[src/rtl/mem_arbiter_if.sv]
// Bus bundle between the two requesters (CPU = m0, loader = m1), the arbiter and the memory.
// The slave modport is the arbiter's view; the master modport is the surrounding system's view.
// Carries no state; widths follow ADDR_W / DATA_W.
interface mem_arbiter_if #(
   parameter int ADDR_W = 32,
   parameter int DATA_W = 32
);
   // requester 0 (CPU)
   logic              m0_req;
   logic              m0_we;
   logic [ADDR_W-1:0] m0_addr;
   logic [DATA_W-1:0] m0_wdata;
   logic              m0_gnt;
   logic              m0_rvalid;
   // requester 1 (loader)
   logic              m1_req;
   logic              m1_we;
   logic [ADDR_W-1:0] m1_addr;
   logic [DATA_W-1:0] m1_wdata;
   logic              m1_gnt;
   logic              m1_rvalid;
   // shared response, valid with mN_rvalid
   logic              rsp_err;
   logic [DATA_W-1:0] rsp_rdata;
   // memory side
   logic              mem_req;
   logic              mem_we;
   logic [ADDR_W-1:0] mem_addr;
   logic [DATA_W-1:0] mem_wdata;
   logic              mem_ready;
   logic              mem_rvalid;
   logic [DATA_W-1:0] mem_rdata;
   // status
   logic              busy;

   modport slave (
      input  m0_req, m0_we, m0_addr, m0_wdata,
      input  m1_req, m1_we, m1_addr, m1_wdata,
      input  mem_ready, mem_rvalid, mem_rdata,
      output m0_gnt, m0_rvalid, m1_gnt, m1_rvalid,
      output rsp_err, rsp_rdata,
      output mem_req, mem_we, mem_addr, mem_wdata,
      output busy
   );

   modport master (
      output m0_req, m0_we, m0_addr, m0_wdata,
      output m1_req, m1_we, m1_addr, m1_wdata,
      output mem_ready, mem_rvalid, mem_rdata,
      input  m0_gnt, m0_rvalid, m1_gnt, m1_rvalid,
      input  rsp_err, rsp_rdata,
      input  mem_req, mem_we, mem_addr, mem_wdata,
      input  busy
   );
endinterface

[src/rtl/mem_arbiter.sv]
// Two-requester round-robin memory arbiter, one transaction outstanding (IDLE/ISSUE/WAIT).
// Latency: req -> gnt/mem_req 1 cycle; write done 1 cycle after mem_ready; read done 1 cycle after mem_rvalid.
// Backpressure: ISSUE holds while mem_ready=0; WAIT gives up after TIMEOUT cycles with rsp_err=1.
module mem_arbiter #(
   parameter int ADDR_W  = 32,
   parameter int DATA_W  = 32,
   parameter int TIMEOUT = 16
) (
   input  logic          clk_i,
   input  logic          reset_ni,
   mem_arbiter_if.slave  bus
);

   typedef enum logic [1:0] {
      IDLE  = 2'd0,
      ISSUE = 2'd1,
      WAIT  = 2'd2
   } state_t;

   localparam logic [7:0] CNT_LAST = 8'(TIMEOUT - 1);

   state_t            state_q, state_d;
   logic              we_q, we_d;
   logic [ADDR_W-1:0] addr_q, addr_d;
   logic [DATA_W-1:0] wdata_q, wdata_d;
   logic              owner_q, owner_d;
   logic              last_gnt_q, last_gnt_d;
   logic [7:0]        cnt_q, cnt_d;
   logic [1:0]        gnt_q, gnt_d;
   logic [1:0]        rvalid_q, rvalid_d;
   logic              rsp_err_q, rsp_err_d;
   logic [DATA_W-1:0] rsp_rdata_q, rsp_rdata_d;
   logic              win;
   logic              mem_req_s;

   // Next-state: arbitration in IDLE, memory handshake in ISSUE, response/timeout in WAIT.
   always_comb begin
      state_d     = state_q;
      we_d        = we_q;
      addr_d      = addr_q;
      wdata_d     = wdata_q;
      owner_d     = owner_q;
      last_gnt_d  = last_gnt_q;
      cnt_d       = cnt_q;
      gnt_d       = 2'b00;
      rvalid_d    = 2'b00;
      rsp_err_d   = rsp_err_q;
      rsp_rdata_d = rsp_rdata_q;
      win         = 1'b0;

      case (state_q)
         IDLE: begin
            if (bus.m0_req || bus.m1_req) begin
               // on contention the requester that did not win last time goes first
               win        = (bus.m0_req && bus.m1_req) ? ~last_gnt_q : bus.m1_req;
               we_d       = win ? bus.m1_we    : bus.m0_we;
               addr_d     = win ? bus.m1_addr  : bus.m0_addr;
               wdata_d    = win ? bus.m1_wdata : bus.m0_wdata;
               owner_d    = win;
               last_gnt_d = win;
               gnt_d      = win ? 2'b10 : 2'b01;
               state_d    = ISSUE;
            end
         end
         ISSUE: begin
            if (bus.mem_ready) begin
               if (we_q) begin
                  rvalid_d    = owner_q ? 2'b10 : 2'b01;
                  rsp_err_d   = 1'b0;
                  rsp_rdata_d = '0;
                  state_d     = IDLE;
               end else begin
                  cnt_d   = 8'd0;
                  state_d = WAIT;
               end
            end
         end
         WAIT: begin
            // a response arriving in the last allowed cycle still wins over the timeout
            if (bus.mem_rvalid) begin
               rvalid_d    = owner_q ? 2'b10 : 2'b01;
               rsp_err_d   = 1'b0;
               rsp_rdata_d = bus.mem_rdata;
               state_d     = IDLE;
            end else begin
               cnt_d = cnt_q + 8'd1;
               if (cnt_q == CNT_LAST) begin
                  rvalid_d    = owner_q ? 2'b10 : 2'b01;
                  rsp_err_d   = 1'b1;
                  rsp_rdata_d = '0;
                  state_d     = IDLE;
               end
            end
         end
         default: state_d = IDLE;
      endcase
   end

   // State and registered outputs; reset aborts any transaction and favours m0 next.
   always_ff @(posedge clk_i or negedge reset_ni) begin
      if (!reset_ni) begin
         state_q     <= IDLE;
         we_q        <= 1'b0;
         addr_q      <= '0;
         wdata_q     <= '0;
         owner_q     <= 1'b0;
         last_gnt_q  <= 1'b1;
         cnt_q       <= 8'd0;
         gnt_q       <= 2'b00;
         rvalid_q    <= 2'b00;
         rsp_err_q   <= 1'b0;
         rsp_rdata_q <= '0;
      end else begin
         state_q     <= state_d;
         we_q        <= we_d;
         addr_q      <= addr_d;
         wdata_q     <= wdata_d;
         owner_q     <= owner_d;
         last_gnt_q  <= last_gnt_d;
         cnt_q       <= cnt_d;
         gnt_q       <= gnt_d;
         rvalid_q    <= rvalid_d;
         rsp_err_q   <= rsp_err_d;
         rsp_rdata_q <= rsp_rdata_d;
      end
   end

   // Memory side is decoded from state so the request appears in the first ISSUE cycle.
   assign mem_req_s     = (state_q == ISSUE);
   assign bus.mem_req   = mem_req_s;
   assign bus.mem_we    = mem_req_s & we_q;
   assign bus.mem_addr  = mem_req_s ? addr_q  : '0;
   assign bus.mem_wdata = mem_req_s ? wdata_q : '0;
   assign bus.busy      = (state_q != IDLE);

   assign bus.m0_gnt    = gnt_q[0];
   assign bus.m1_gnt    = gnt_q[1];
   assign bus.m0_rvalid = rvalid_q[0];
   assign bus.m1_rvalid = rvalid_q[1];
   assign bus.rsp_err   = rsp_err_q;
   assign bus.rsp_rdata = rsp_rdata_q;

endmodule

[src/flat_wrapper.sv]
// flat-port wrapper written by rule: the top's interface ports become plain ports
module mem_arbiter_flat 
#(
   parameter int ADDR_W  = 32,
   parameter int DATA_W  = 32,
   parameter int TIMEOUT = 16
)
  (clk_i, reset_ni, bus_m0_req, bus_m0_we, bus_m0_addr, bus_m0_wdata, bus_m1_req, bus_m1_we, bus_m1_addr, bus_m1_wdata, bus_mem_ready, bus_mem_rvalid, bus_mem_rdata, bus_m0_gnt, bus_m0_rvalid, bus_m1_gnt, bus_m1_rvalid, bus_rsp_err, bus_rsp_rdata, bus_mem_req, bus_mem_we, bus_mem_addr, bus_mem_wdata, bus_busy);
  mem_arbiter_if #(.ADDR_W(ADDR_W), .DATA_W(DATA_W)) bus_i ();
  input  logic clk_i;
  input  logic reset_ni;
  input wire logic [$bits(bus_i.m0_req)-1:0] bus_m0_req;
  input wire logic [$bits(bus_i.m0_we)-1:0] bus_m0_we;
  input wire logic [$bits(bus_i.m0_addr)-1:0] bus_m0_addr;
  input wire logic [$bits(bus_i.m0_wdata)-1:0] bus_m0_wdata;
  input wire logic [$bits(bus_i.m1_req)-1:0] bus_m1_req;
  input wire logic [$bits(bus_i.m1_we)-1:0] bus_m1_we;
  input wire logic [$bits(bus_i.m1_addr)-1:0] bus_m1_addr;
  input wire logic [$bits(bus_i.m1_wdata)-1:0] bus_m1_wdata;
  input wire logic [$bits(bus_i.mem_ready)-1:0] bus_mem_ready;
  input wire logic [$bits(bus_i.mem_rvalid)-1:0] bus_mem_rvalid;
  input wire logic [$bits(bus_i.mem_rdata)-1:0] bus_mem_rdata;
  output wire logic [$bits(bus_i.m0_gnt)-1:0] bus_m0_gnt;
  output wire logic [$bits(bus_i.m0_rvalid)-1:0] bus_m0_rvalid;
  output wire logic [$bits(bus_i.m1_gnt)-1:0] bus_m1_gnt;
  output wire logic [$bits(bus_i.m1_rvalid)-1:0] bus_m1_rvalid;
  output wire logic [$bits(bus_i.rsp_err)-1:0] bus_rsp_err;
  output wire logic [$bits(bus_i.rsp_rdata)-1:0] bus_rsp_rdata;
  output wire logic [$bits(bus_i.mem_req)-1:0] bus_mem_req;
  output wire logic [$bits(bus_i.mem_we)-1:0] bus_mem_we;
  output wire logic [$bits(bus_i.mem_addr)-1:0] bus_mem_addr;
  output wire logic [$bits(bus_i.mem_wdata)-1:0] bus_mem_wdata;
  output wire logic [$bits(bus_i.busy)-1:0] bus_busy;
  assign bus_i.m0_req = bus_m0_req;
  assign bus_i.m0_we = bus_m0_we;
  assign bus_i.m0_addr = bus_m0_addr;
  assign bus_i.m0_wdata = bus_m0_wdata;
  assign bus_i.m1_req = bus_m1_req;
  assign bus_i.m1_we = bus_m1_we;
  assign bus_i.m1_addr = bus_m1_addr;
  assign bus_i.m1_wdata = bus_m1_wdata;
  assign bus_i.mem_ready = bus_mem_ready;
  assign bus_i.mem_rvalid = bus_mem_rvalid;
  assign bus_i.mem_rdata = bus_mem_rdata;
  assign bus_m0_gnt = bus_i.m0_gnt;
  assign bus_m0_rvalid = bus_i.m0_rvalid;
  assign bus_m1_gnt = bus_i.m1_gnt;
  assign bus_m1_rvalid = bus_i.m1_rvalid;
  assign bus_rsp_err = bus_i.rsp_err;
  assign bus_rsp_rdata = bus_i.rsp_rdata;
  assign bus_mem_req = bus_i.mem_req;
  assign bus_mem_we = bus_i.mem_we;
  assign bus_mem_addr = bus_i.mem_addr;
  assign bus_mem_wdata = bus_i.mem_wdata;
  assign bus_busy = bus_i.busy;
  mem_arbiter #(.ADDR_W(ADDR_W), .DATA_W(DATA_W), .TIMEOUT(TIMEOUT)) u_core (.clk_i(clk_i), .reset_ni(reset_ni), .bus(bus_i));
endmodule
[config.mk]
export PLATFORM = sky130hd
export DESIGN_NAME = mem_arbiter_flat
export DESIGN_NICKNAME = d
export VERILOG_FILES = /design/src/rtl/mem_arbiter_if.sv /design/src/rtl/mem_arbiter.sv /design/src/flat_wrapper.sv
export SDC_FILE = /design/constraint.sdc
export NUM_CORES = 1
export LEC_CHECK = 0
export CORE_UTILIZATION = 33
export CTS_CLUSTER_SIZE = 8
export DETAILED_ROUTE_END_ITERATION = 10
export HOLD_SLACK_MARGIN = 0.05
export PLACE_DENSITY = 0.72
export SYNTH_ARGS = -nofsm -noshare
export SYNTH_HDL_FRONTEND = slang
export SYNTH_SLANG_ARGS = --single-unit
export TNS_END_PERCENT = 20
[constraint.sdc]
create_clock -name clk_i -period 1.4 [get_ports clk_i]
set_input_delay 0.28 -clock clk_i [delete_from_list [all_inputs] [get_ports clk_i]]
set_output_delay 0.28 -clock clk_i [all_outputs]
set_load 0.05 [all_outputs]
-- After elaboration in Yosys (flattened, before gate mapping)
Index checks and enable logic that the tools add are counted.
- input port bits: 168
- logic and storage cells: 67
- output and inout port bits: 104
- register bits after elaboration: 114
- reduce and logical (&&, ||, !) cells: 9
- equal/unequal tests: 9
- bitwise operators: 2
- add/sub/neg operators: 1
- muxes and demuxes: 35
- operators with widths (cell ; number):
    two-way mux 32 bit ; 8
    one-hot mux 32 bit (2 select lines) ; 1
    two-way mux 2 bit ; 13
    two-way mux 8 bit ; 3
    one-hot mux 8 bit (2 select lines) ; 1
    adder 8 x 1 -> 8 bit (second input constant) ; 1
    equality test 8 x 4 -> 1 bit (second input constant) ; 1
    AND reduction 4 bit ; 2
    two-way mux 1 bit ; 6
    != test 2 bit (second input constant) ; 3
    one-hot mux 2 bit (3 select lines) ; 1
    != test 2 x 1 -> 1 bit (second input constant) ; 2
    one-hot mux 2 bit (2 select lines) ; 1
    nonzero test 2 bit ; 2
    != test 3 x 2 -> 1 bit (second input constant) ; 1
    AND reduction 3 bit ; 1
    equality test 2 x 1 -> 1 bit (second input constant) ; 1
    equality test 2 bit (second input constant) ; 1
    zero test 2 bit ; 1
    one-hot mux 1 bit (2 select lines) ; 1
    AND reduction 2 bit ; 1
    AND 1 bit ; 1
    logical AND 1 bit ; 1
    logical OR 1 bit ; 1
    NOT 1 bit ; 1

-- Depth between registers and ports, before layout
Gate-level depths: netlist of run 1.
- depth after elaboration: 5
- depth in mapped cells: 7
- depth with buffers taken out: 6

-- Worst setup path before layout of run 1
OpenSTA, ideal clock, no wires.
- kind: register to output
- from: register u_core.state_q[1]
- to: output bus_mem_addr[0]
- data required time: 1120 ps
- arrival time: 1963 ps
- path slack: -843 ps
- cell stages (with the launch flop): 6
- path through: dfrtp_1 > inv_1 > ha_1 > clkbuf_1 > clkbuf_1 > and2_1
- cells in the longest elaborated chain, start to end: 2
- ends and longest elaborated chain (what ; RTL line ; source):
    from (decl) ; mem_arbiter.sv:22 ; state_t state_q, state_d;
    from (signal assigned) ; mem_arbiter.sv:114 ; state_q <= state_d;
    equality test 2 x 1 -> 1 bit ; mem_arbiter.sv:129 ; assign mem_req_s = (state_q == ISSUE);
    named net bus_mem_req ; flat_wrapper.sv:29 ; output wire logic [$bits(bus_i.mem_req)-1:0] bus_mem_req;
    two-way mux 32 bit ; mem_arbiter.sv:132 ; assign bus.mem_addr = mem_req_s ? addr_q : '0;
    to (decl) ; flat_wrapper.sv:31 ; output wire logic [$bits(bus_i.mem_addr)-1:0] bus_mem_addr;
The timed path passes the listed nets, and every way through them passes these cells.

-- Worst setup path in the final report of run 1
- from: register u_core.state_q[1]
- to: output bus_mem_addr[29]
- cells in the longest elaborated chain, start to end: 2
- ends and longest elaborated chain (what ; RTL line):
    equality test 2 x 1 -> 1 bit ; mem_arbiter.sv:129
    two-way mux 32 bit ; mem_arbiter.sv:132
No other way between the ends.

==> results of run 1 <==
## through the flow
step	setup slack [ns]	instance area, um2	cells	power, mW	utilization
2_1_floorplan	-0.168	5410	468	15.0	-
3_3_place_gp	-0.407	9660	962	23.1	0.631
3_5_place_dp	-0.513	9660	962	23.5	0.631
4_1_cts	-0.587	10300	995	28.2	0.673
5_1_grt	-0.631	10400	997	29.6	0.679
6_report	-0.566	10400	998	28.3	0.679
## cell type report
type	count	area [um2]	area share
diodes	1	2.50	0.000241
inverters	57	218	0.0209
well taps	211	264	0.0254
multi-input cells	262	2170	0.209
clock buffers	20	447	0.0430
flip-flops and latches	114	2850	0.275
repair buffers	321	4280	0.411
clock inverters	12	159	0.0153
## synth_stat cells (3+ instances only)
cell type    n
nand3_1      8
a22o_1      32
a21oi_1      4
clkbuf_1    20
o21ai_1     18
inv_1       56
ha_1         4
and2_1      68
nor2_1       3
dfrtp_1    113
mux2i_1     14
buf_6        5
nand2_1     29
a222oi_1    51
buf_2        8
## tightest hold or removal path, cell delays in order
cell	delay, ns
dlygate4sd3_1	0.52
buf_4	0.13
buf_12	0.26
## placed cells by master (no fill, tap or decap), drive strengths merged, types with 2 or more instances in the layout
cell type      synthesis  final
o221ai                 2      2
bufinv                 0      3
clkinv                 0      4
nand3b                 2      2
ha                     4      4
nand3                  8      8
a21oi                  5      5
and3                   2      2
nor4                   2      2
nand2                 29     29
nor3                   2      2
clkdlybuf4s50          0    166
and2                  68     68
o41ai                  2      2
o21ai                 18     18
a22o                  32     32
dfrtp                113    113
a21o                   2      2
inv                   57     56
buf                   15    153
or4                    2      2
a222oi                51     51
nor2                   3      3
nand2b                 3      3
clkbuf                20     21
mux2i                 14     14
clkinvlp               0      6
## flip-flops by register name, summed over array words and instances, names as in the netlist
| signal | flops |
|---|---|
| u_core.gnt_q | 2 |
| u_core.last_gnt_q | 1 |
| u_core.cnt_q | 8 |
| u_core.addr_q | 32 |
| u_core.bus.rsp_err | 1 |
| u_core.state_q | 2 |
| u_core.bus.rsp_rdata | 32 |
| u_core.wdata_q | 32 |
| u_core.owner_q | 1 |
| u_core.we_q | 1 |
| u_core.rvalid_q | 2 |
## logic make-up (layout without fill, tap and decap cells)
group | Yosys count | count (layout)
compound gates | 120 | 120
fa+ha+maj | 4 | 4
buf+inv | 92 | 410
flops | 114 | 114
mux | 14 | 14
other cells | 0 | 1
simple gates | 124 | 124
## power groups by stage
stage                     combinational, mW  clock (mW)  sequential (mW)
after floorplan                        7.89           0             7.09
after global placement                 17.2           0             5.82
after detailed placement               17.6           0             5.89
after CTS                              17.8        4.49             5.88
after global routing                   18.8        4.64             6.07
final                                  18.0        4.41             5.92
## routing by layer
layer | vias to the layer above | global-route usage | part of all wire
met5 | - | 0 | 0
met4 | 0 | 0.119 | 0.037
li1 | 2311 | - | -
met1 | 2456 | 0.245 | 0.36
met3 | 50 | 0.0825 | 0.095
met2 | 291 | 0.401 | 0.51
## worst paths after layout
kind                                    startpoint                       end
worst max-delay path             u_core.state_q[1]          bus_mem_addr[29]
min in group clk_i                 bus_m1_addr[14]         u_core.addr_q[14]
worst min-delay path                      reset_ni  u_core.bus.rsp_rdata[13]
worst max register to register   u_core.state_q[1]  u_core.bus.rsp_rdata[18]
max in group asynchronous                 reset_ni         u_core.last_gnt_q
worst min register to register  u_core.wdata_q[31]        u_core.wdata_q[31]
## what timing repair did
item	CTS	global route
resized for setup	7	25
hold buffers	1	0
buffers inserted	0	1
pin swaps	19	12
setup endpoints to repair	175	179
hold endpoints to repair	113	0
gates cloned	0	1
==> impl_results.md, run 1 <==
- Sw Share: 0.419
- Int Pwr: ~16 mW
- Minimum period implied by the final worst setup slack: 1.97 ns
- Async SR Flop Fraction: 1.00
- Share of power burned in registers: 0.209
- Hold Vio Cnt, Final: 0
- Top cells by area, synth: dfrtp_1 (54%), a222oi_1 (9.8%), and2_1 (8.2%)
- Maximum vdd ir drop: 1.46 mV
- Drt first pass iters: 10
- Post-Route WL: approximately 19 mm
- I/O pins: between 200 and 300
- CP Max Fanout: 21
- Area grow syn2layout: 100%
- Fin Setup TNS: -62.40 ns
- Worst hold path type: primary input to asynchronous set/reset pin
- First-pass GRT wire length: 28.2 mm
- Reg clk slew, reported paths: 0.06 ns
- CP bufs+invs: 3
- Total clock sinks: 114
- Core Area: 0.0153 mm2
- Layout filler cell count: about 1100
- Pin count of the biggest net entering global routing: between 60 and 70
- Via density per instance: 5.12
- CP Depth: 5
- Unrepaired setup endpoints after global routing: yes
- Post-synth EDFFs: 0
- Comb pwr share: 0.636
- Setup crit end kind: output port
- Clk buf depth: 2
- Ys Warns: 0
- Routed Antenna Nets: 0
- Cells after Synth: ~470
- Slowest stage delay, CP: about 0.41 ns
- Required @ worst endpoint: 1.12 ns
- P_leak: around 4.7 nW
- Final Wtd Congestion: approximately 0.86
- I/O Buffers: about 270
- Synth Area per Inst: between 10 and 15 um2
- Post-synthesis cell area: 0.00520 mm2
- Slowest cell on the critical path: dfrtp_1
- Setup ws final: -0.566 ns
- Initial antenna violation count: 1
- Status: finished, violations left
- Post-synthesis xor/xnor area fraction: 0
- Max-Cap Viols: 0
- Row cnt: 45
- Post-Synth Simple-Gate Area: 0.137
- Initial Util: 0.339
- Via count: approximately 5000
- Post-synthesis adder-cell area fraction: 0.00963
- Worst Tran Pin Value: approximately 0.36 ns
- Largest family of logic cells by synthesized area: compound AO/OA/AOI/OAI gates
- # setup viols final: approximately 180
- Clock Latency Late Sink: approximately 0.42 ns
- Switching Power: 11.9 mW
- CTS Buf Count: 17
- Final Cycle Share: 1.40
- Hold Slack: 0.395 ns
- DPL Wire Length: around 14 mm
- Synthesized flop and latch total: ~110
- H-Tree Depth: 4
- Crit start category: register
- Final Max Slew Viols: 0
- Die width: about 130 um
- Root Buffer: clkbuf_16
- Seq/Total Area, Yosys: 0.549
- Syn nets: between 600 and 700
- Share of the synthesized area in the top cell type: 0.544
- Vias in the first global route: 5287
- Wire per inst: 18.9 um
- GRT Total Usage: 0.230
- Headroom to the max-slew limit: 0.758
- Grt total ovfl: 0
- Die height: between 100 and 150 um
- TritonCTS clock tree: yes
- Yosys cell types: 41
- Final Skew: roughly 0.0097 ns
- Critical path cell sequence: inv_2 > ha_4 > clkbuf_16 > and2_4 > buf_12
- DIE AREA: between 0.015 and 0.02 mm2
- R2R depth: 8
- Synth area leader: dfrtp_1
- R2R setup slack: -0.37 ns
- Post-synthesis mux area share: 0.0270
- Main flop type after synthesis: dfrtp_1
- Delay-heaviest family, CP: buffers and inverters
- FMAX: approximately 510 MHz
- Clk pwr share: 0.156
- Initial DRC count: approximately 370
- Failing checks: setup timing
- Layout cells sized above 1: 0.344
- CP Class: register to output port
- Cell area power density: approximately 2700 mW/mm2
- DRC errors left: 0
- CP arrival: ~1.7 ns
- Post-synthesis compound-gate area fraction: 0.200
- Post-layout nets: 945
(Power assumes the default switching activity.)
==> inputs of run 2 (changes only) <==
- GPL_TIMING_DRIVEN: default -> 0
- SETUP_SLACK_MARGIN: default -> 0.05
==> run 2 against run 1 <==
Net effect: clock power fell by 5%; register-to-register slack improved by 0.04 ns; total power fell by 12%; critical endpoint is now bus_mem_addr[15]; fmax rose by 0.30%; critical path type unchanged; critical path depth did not move; sequential power fell by 3.9%; sequential share of layout area rose by 3.2 points; the run still ends with setup timing left.
==> impl_results.md, run 2 (synthesized netlist as in run 1, its figures left out) <==
- Status: finished, violations left
- Failing checks: setup timing
- Area of the multi-input gates: 0.00216 mm2 (-0.58%)
- Met3 usage: 0.0729 (-0.00963)
- Drt first pass iters: 8 (-2)
- Unrepaired setup endpoints after global routing: yes
- Via density per instance: 5.03 (-1.6%)
- Ant diodes: 0 (-1)
- Clk buf depth: 2 (unchanged)
- Via count: 4984 (-2.4%)
- Commonest non-fill, non-tap cell in the layout: clkdlybuf4s50_1
- I/O Buffers: 271 (unchanged)
- Max-Cap Viols: 0 (unchanged)
- I/O pins: 272 (unchanged)
- Maximum vdd ir drop: 1.63 mV (+11%)
- Setup ws final: -0.561 ns (+0.00583 ns)
- GRT Total Usage: 0.231 (+0.000702)
- Initial DRC count: 418 (+14%)
- Row cnt: 45 (unchanged)
- Final Max Slew Viols: 0 (unchanged)
- Vias in the first global route: 5099 (-3.6%)
- R2R setup slack: -0.33 ns (+0.04 ns)
- Die width: 128 um (unchanged)
- Hold Vio Cnt, Final: 0 (unchanged)
- Critical path cell sequence: ha_4 > clkbuf_16 > clkbuf_16 > and2_4 > buf_8
- Grt total ovfl: 0 (unchanged)
- Most frequent CP cell: clkbuf_16
- Cell area power density: 2680 mW/mm2 (-1.7%)
- Clock Latency Late Sink: 0.42 ns (about the same)
- Final Skew: 0.00657 ns (-0.00316 ns)
- Slowest cell on the critical path: dfrtp_1
- Worst hold path type: primary input to asynchronous set/reset pin
- # setup viols final: 170 (-3.4%)
- Root Buffer: clkbuf_16
- Most frequent cells in the layout: clkdlybuf4s50_1 (164), dfrtp_1 (111), inv_1 (54)
- Post-layout nets: 938 (-0.74%)
- CP Max Fanout: 10 (-52%)
- Core Area: 0.0153 mm2 (unchanged)
- Die height: 128 um (unchanged)
- CTS Buf Count: 17 (unchanged)
- Total clock sinks: 114 (unchanged)
- Crit path to: bus_mem_addr[15]
- TritonCTS clock tree: yes
- Worst Tran Pin Value: 0.508 ns (+0.150 ns)
- Layout filler cell count: 1220 (+12%)
- Required @ worst endpoint: 1.12 ns (about the same)
- DP Cell Count: 951 (-1.1%)
- GRT met1 Usage: 0.250 (+0.00472)
- Setup crit end kind: output port
- H-Tree Depth: 4 (unchanged)
- DRC errors left: 0 (unchanged)
- Area grow syn2layout: 79.5%
- Slowest stage delay, CP: 0.42 ns (about the same)
- CP Class: register to output port
- Final Wtd Congestion: 0.841 (-2.5%)
- Initial Util: 0.339 (unchanged)
- Crit start category: register
- Reg clk slew, reported paths: 0.05 ns (about the same)
- Sequential Area: 0.00286 mm2 (about the same)
- Hold Slack: 0.384 ns (-0.0105 ns)
- Initial antenna violation count: 0 (-1)
- Layout cells sized above 1: 0.340 (-0.00333)
- Worst slack, placed: -1.08 ns (-0.563 ns)
- First-pass GRT wire length: 28.0 mm (-0.68%)
- Reg2reg start: u_core.state_q[0]
- Routed Antenna Nets: 0 (unchanged)
- Fin cells: 990 (-0.80%)
- DPL Wire Length: 13.7 mm (-2.0%)
- GRT Max-Usage Layer: met2
- Final Power: 25.0 mW (-12%)
- RR Endpoint: u_core.addr_q[13]
- Grt met2 use: 0.410 (+0.00804)
- Minimum period implied by the final worst setup slack: 1.96 ns (-0.00583 ns)
- DIE AREA: 0.0163 mm2 (unchanged)
- FMAX: 510 MHz (+0.30%)
- Post-Route WL: 18.6 mm (-1.7%)
- Final Cycle Share: 1.40 (-0.00416)
- R2R depth: 6 (-2)
- Wire per inst: 18.8 um (-0.94%)
- P_leak: 4.45 nW (-6.1%)
- CP arrival: 1.68 ns (about the same)
- Critical path startpoint: u_core.state_q[0]
- Headroom to the max-slew limit: 0.662 (-0.0968)
- Pin count of the biggest net entering global routing: 62 (unchanged)
-- run 2: cell count changes in the layout (fill, tap and decap cells not counted), sizes merged, moves of 2 or more --
cell           previous run  this run
buf                     153       113
clkinvlp                  6         4
clkdlybuf4s15             0         2
clkdlybuf4s50           166       164
clkbuf                   21        54
dlygate4sd2               0         2
-- run 2: critical path, delay by kind of cell, from the launching register on --
family	cells	cell delay [ns]
buffers and inverters	3	0.47
adder cells (fa/ha/maj)	1	0.20
flip-flops	1	0.42
AND/OR/NAND/NOR	1	0.17
-- run 2: power breakdown --
part	switching, mW	internal, mW	total, mW
Combinational	8.89	6.22	15.1
Clock	1.48	2.74	4.21
Sequential	0.897	4.79	5.69
-- run 2: layout make-up --
type / count / area share
plain buffers: 35 / 0.0409
clock buffers: 22 / 0.0508
clock inverters: 10 / 0.0115
inverters: 57 / 0.0233
multi-input cells: 262 / 0.232
flip-flops and latches: 114 / 0.306
well taps: 211 / 0.0283
repair buffers: 279 / 0.308
-- run 2: worst min path at each step --
stage                     startpoint                  endpoint  cells past startpoint
detailed placement          reset_ni  u_core.bus.rsp_rdata[16]                      1
floorplan                   reset_ni          u_core.addr_q[0]                      0
global route                reset_ni  u_core.bus.rsp_rdata[16]                      2
global placement      u_core.owner_q        u_core.rvalid_q[0]                      1
finish                      reset_ni  u_core.bus.rsp_rdata[16]                      2
CTS                 bus_mem_rdata[1]   u_core.bus.rsp_rdata[1]                      2
-- run 2: metal layers --
metal / wire [um] / up-vias / share of wire
li1: - / 2302 / -
met1: 6890 / 2410 / 0.37
met2: 9370 / 240 / 0.50
met3: 1740 / 32 / 0.094
met4: 563 / 0 / 0.030
met5: 0 / - / 0
-- run 2: stage by stage --
stage                     utilization  instance area (um2)  setup TNS (ns)
after floorplan                     -                 5410          -23.30
after global placement          0.547                 8380         -622.31
after detailed placement        0.549                 8410         -142.48
after CTS                       0.605                 9270          -65.19
after global routing            0.609                 9330          -74.79
final                           0.609                 9330          -59.51
-- run 2: timing repair --
action | 4_1_cts | 5_1_grt
pin swaps | 24 | 15
setup buffers | 3 | 1
gates resized for setup | 726 | 36
endpoints found under the hold margin | 53 | 0
hold buffers | 1 | 0
cloned | 2 | 0
endpoints found under the setup margin | 217 | 254
